$ cat src/rtl/dphy_byte_align.sv
// D-PHY HS byte aligner: finds the sync byte in the raw deserializer stream and emits aligned bytes.
// Optional: define DPHY_ALIGN_1BIT_ERR_EN to also lock on a sync byte with one flipped bit.
module dphy_byte_align #(
  parameter logic [7:0] SYNC_BYTE    = 8'hB8,
  parameter int         SYNC_TIMEOUT = 32
) (
  input  logic       byte_clk_i,
  input  logic       rst_i,
  input  logic       hs_active_i,
  input  logic [7:0] unaligned_byte_i,
  output logic [7:0] aligned_byte_o,
  output logic       aligned_valid_o,
  output logic       sync_found_o,
  output logic       sync_err_o,
  output logic [2:0] bit_offset_o
);

  localparam int CW = $clog2(SYNC_TIMEOUT + 1);

  typedef enum logic [1:0] {
    IDLE,
    SEARCH,
    ALIGNED,
    WAIT_LP
  } state_t;

  state_t        state, state_nxt;
  logic [CW-1:0] cnt, cnt_nxt;
  logic [7:0]    prev;
  logic [15:0]   window;
  logic          hit;
  logic [2:0]    hit_k;
  logic          lock;
  logic          tout;
  logic          emit;

  assign window = {unaligned_byte_i, prev};
  assign emit   = hs_active_i && (state == ALIGNED);

  // Scan high to low so the lowest matching offset is the one kept.
  always_comb begin
    hit   = 1'b0;
    hit_k = 3'd0;
    for (int k = 7; k >= 0; k--) begin
      if (window[k +: 8] == SYNC_BYTE) begin
        hit   = 1'b1;
        hit_k = 3'(k);
      end
    end
`ifdef DPHY_ALIGN_1BIT_ERR_EN
    if (!hit) begin
      for (int k = 7; k >= 0; k--) begin
        if ($countones(window[k +: 8] ^ SYNC_BYTE) <= 1) begin
          hit   = 1'b1;
          hit_k = 3'(k);
        end
      end
    end
`endif
  end

  always_comb begin
    state_nxt = state;
    cnt_nxt   = cnt;
    lock      = 1'b0;
    tout      = 1'b0;
    if (!hs_active_i) begin
      state_nxt = IDLE;
    end else begin
      unique case (state)
        IDLE: begin
          state_nxt = SEARCH;
          cnt_nxt   = '0;
        end
        SEARCH: begin
          if (hit) begin
            state_nxt = ALIGNED;
            lock      = 1'b1;
          end else if (cnt == CW'(SYNC_TIMEOUT - 1)) begin
            state_nxt = WAIT_LP;
            tout      = 1'b1;
          end else if (cnt != '1) begin
            cnt_nxt = cnt + CW'(1);
          end
        end
        ALIGNED: state_nxt = ALIGNED;
        WAIT_LP: state_nxt = WAIT_LP;
      endcase
    end
  end

  always_ff @(posedge byte_clk_i or posedge rst_i) begin
    if (rst_i) begin
      state           <= IDLE;
      cnt             <= '0;
      prev            <= 8'h00;
      aligned_byte_o  <= 8'h00;
      aligned_valid_o <= 1'b0;
      sync_found_o    <= 1'b0;
      sync_err_o      <= 1'b0;
      bit_offset_o    <= 3'd0;
    end else begin
      state           <= state_nxt;
      cnt             <= cnt_nxt;
      prev            <= unaligned_byte_i;
      sync_found_o    <= lock;
      sync_err_o      <= tout;
      aligned_valid_o <= emit;
      if (lock) begin
        bit_offset_o <= hit_k;
      end
      if (emit) begin
        aligned_byte_o <= window[bit_offset_o +: 8];
      end
    end
  end

endmodule

$ cat config.mk
export PLATFORM = sky130hd
export DESIGN_NAME = dphy_byte_align
export DESIGN_NICKNAME = d
export VERILOG_FILES = /design/src/rtl/dphy_byte_align.sv
export SDC_FILE = /design/constraint.sdc
export NUM_CORES = 1
export LEC_CHECK = 0
export ABC_AREA = 1
export BUFFER_PORTS_ARGS = -buffer_cell sky130_fd_sc_hd__buf_2
export CORE_MARGIN = 2
export CORE_UTILIZATION = 40
export DETAILED_ROUTE_END_ITERATION = 8
export SLEW_MARGIN = 0
export SYNTH_ARGS = -nofsm -noshare
export SYNTH_HDL_FRONTEND = slang
export SYNTH_SLANG_ARGS = --single-unit
$ cat constraint.sdc
create_clock -name byte_clk_i -period 3.1 [get_ports byte_clk_i]
set_clock_uncertainty 0.1 [all_clocks]
set_input_delay 0.155 -clock byte_clk_i [delete_from_list [all_inputs] [get_ports byte_clk_i]]
set_output_delay 0.155 -clock byte_clk_i [all_outputs]
set_load 0.05 [all_outputs]
==> results.json <==
{
  "syn_avg_cell_area_um2": 7.08,
  "start_util_pct": 41.8,
  "die_x_um": 71.4,
  "multiInputGateArea_um2": 936,
  "clkTransAtPathRegs_ns": 0.06,
  "final_nets": 304,
  "stdcell_area_um2": 2170,
  "dieArea_um2": 5100,
  "synth_enable_flop_cells": 0,
  "ff_latch_area_um2": 751,
  "yosys_most_used_dff": "dfrtp_1",
  "power.share.clock_pct": 26.7,
  "synth_nets": 269,
  "cts_tree": "done",
  "crit_path_start_kind": "flop",
  "drive_above_1_share_pct": 17.7,
  "clock.fmax_mhz": 544,
  "grt_pass1_vias": 1625,
  "antenna_found_initial": 0,
  "rsz0062_at_grt": "no",
  "core_area_um2": 4350,
  "switching_power_w": 0.000491,
  "power_density_nw_per_um2": 566,
  "period_needed_ns": 1.84,
  "ctsHoldBuffers": 9,
  "seq_area_frac_synth_pct": 41.3,
  "gp_congestion": 0.869,
  "dieHeight_um": 71.4,
  "drt-wirelength-per-cell_um": 12.7,
  "ys_ff_latch": 30,
  "met1_length_um": 2080,
  "n_fill_cell": 435,
  "p_seq_share_pct": 40.8,
  "grt_pass1_wl_um": 7630,
  "synth_area_um2": 1820,
  "tns_ns": 0,
  "drcViolationCount": 0,
  "area.growth.synth_to_final_pct": 19.1,
  "antenna_cells": 0,
  "crit_chain": "inv_1 > nand2_1 > nor2_1 > inv_1 > a21oi_1 > o21ai_1 > nand2_1",
  "worst_slack_ns": 1.26,
  "combPwrFrac_pct": 32.5,
  "dpl_cell_area_um2": 1980,
  "postCtsSetupBuffers": 0,
  "worstSetupPathType": "reg2reg",
  "drt_wl_total_um": 4370,
  "final_common_cell": "nand2_1",
  "cts_sinks": 30,
  "critPathSlowestCell": "nor2_1",
  "worstSkewPairLatency_ns": 0.28,
  "vias_per_cell": 5.03,
  "status": "complete, no violations",
  "drt_iter0_markers": 133,
  "worstMarginPinSlew_ns": 0.703,
  "rr_worst_depth": 7,
  "ys_types": 30,
  "critical-path-top-delay-family": "simple AND/OR/NAND/NOR gates",
  "slew_headroom_pct": 52.9,
  "cts-root-buf": "clkbuf_8",
  "met3_wirelength_um": 178,
  "dr.max_layer_used": "met4",
  "cts_buffers": 5,
  "ant_nets": 0,
  "hold_path_depth": 3,
  "peakVddDrop_mv": 0.264,
  "synthSimpleGateAreaFrac_pct": 36.1,
  "final_cell_mix": "87 x nand2_1, 30 x dfrtp_1, 28 x nor2_1, 25 x o21ai_0, 24 x buf_2",
  "grt_overflow": 0,
  "synthAdderAreaFrac_pct": 0.688,
  "vias": 1736,
  "end_kind": "flop",
  "path_buf_inv": 2,
  "hold_violations": 0,
  "syn_inst": 257,
  "route.met2.wl_um": 2030,
  "p_leak_nw": 1.10,
  "rows": 24,
  "period_share_pct": 59.3,
  "cts_buffer_depth": 2,
  "final-setup-viol-count": 0,
  "crit_fanout": 12,
  "async_reset_ff_share_pct": 100,
  "ios": 25,
  "hold_path.class": "in2reg",
  "power.total_w": 0.00123,
  "slew_violations": 0,
  "track_usage_pct": 18.9,
  "synth_compound_area_share_pct": 14.2,
  "path_depth": 7,
  "post-place-ws_ns": 1.26,
  "port_buffers": 24,
  "synth_top_family_by_area": "simple AND/OR/NAND/NOR gates",
  "ys_warn_count": 0,
  "post_cts_resized": 0,
  "synth_mux_area_share_pct": 0,
  "crit_required_ns": 3.22,
  "crit_path_max_incr_delay_ns": 0.54,
  "dpl.hpwl_um": 3080,
  "switching_share_pct": 40.0,
  "htreeDepth": 2,
  "synth_xor_area_share_pct": 0.481,
  "grt_start_max_net_pins": 31,
  "drt-pass1-iter-count": 4,
  "worstPathArrival_ns": 1.96,
  "cap_violations": 0,
  "p_int_w": 0.000735
}
[final timing paths]
| check | from | endpoint | slack [ns] |
|---|---|---|---|
| max in group asynchronous | rst_i | prev[6] | 2.22 |
| min in group asynchronous | rst_i | bit_offset_o[0] | 0.38 |
| max reg2reg | state[0] | aligned_byte_o[3] | 1.26 |
| min reg2reg | cnt[4] | cnt[4] | 0.37 |
| max | state[0] | aligned_byte_o[3] | 1.26 |
| min | hs_active_i | state[1] | 0.05 |
[flip-flops by register name, summed over array words and instances, names as in the netlist]
name             cells
aligned_byte_o       8
aligned_valid_o      1
bit_offset_o         3
cnt                  6
prev                 8
state                2
sync_err_o           1
sync_found_o         1
[metrics by stage]
step	instances	utilization, %	hold WS, ns
2_1_floorplan	257	-	0.0864
3_3_place_gp	328	45.6	0.154
3_5_place_dp	328	45.6	0.162
4_1_cts	345	49.7	0.0471
5_1_grt	345	49.7	0.0546
6_report	345	49.7	0.0541
[worst register-to-register path: cells and delay by family, from the launching register on]
family	cells	cell delay [ns]
buffers and inverters	2	0.36
AO/OA/AOI/OAI	2	0.27
flip-flops	1	0.38
AND/OR/NAND/NOR	3	0.66
[cells in the mapped netlist, types with 2 or more instances]
library cell | number | share of area [%]
a211oi_1 | 3 | 1.2
nand2_4 | 2 | 1.2
a21oi_1 | 7 | 1.9
buf_2 | 4 | 1.1
nand2_1 | 87 | 18
inv_2 | 7 | 1.4
nand3_1 | 5 | 1.4
dfrtp_1 | 30 | 41
o21ai_0 | 25 | 6.9
nor2_1 | 28 | 5.8
nor2_4 | 3 | 1.9
nand4_1 | 9 | 3.1
o21ai_1 | 7 | 1.9
inv_1 | 20 | 4.1
o21a_1 | 2 | 0.83
nand2_2 | 4 | 1.4
[cell families after synthesis]
kind of cell             count (synthesis)
buffers and inverters                   34
AO/OA/AOI/OAI                           47
adder cells (fa/ha/maj)                  1
flip-flops                              30
XOR/XNOR                                 1
AND/OR/NAND/NOR                        144
[layer usage]
| layer | GRT usage (%) | vias up |
|---|---|---|
| li1 | - | 898 |
| met1 | 24.5 | 802 |
| met2 | 30.7 | 30 |
| met3 | 4.92 | 6 |
| met4 | 6.50 | 0 |
| met5 | 0 | - |
[power by group through the flow]
| stage | Combinational (W) | Sequential, W | Clock [W] |
|---|---|---|---|
| 2_1_floorplan | 0.000174 | 0.000634 | 0 |
| 3_3_place_gp | 0.000392 | 0.000506 | 0 |
| 3_5_place_dp | 0.000392 | 0.000507 | 0 |
| 4_1_cts | 0.000402 | 0.000500 | 0.000338 |
| 5_1_grt | 0.000439 | 0.000510 | 0.000361 |
| 6_report | 0.000399 | 0.000500 | 0.000328 |
[area by class of cell]
class                   instances  share of cell area [%]
well taps                      52                    3.00
repair buffers                 34                    10.1
inverters                      28                    4.85
clock inverters                 1                   0.231
multi-input cells             193                    43.2
flip-flops and latches         30                    34.7
clock buffers                   7                    3.99
Note: power is estimated with default switching activity, not from simulation.
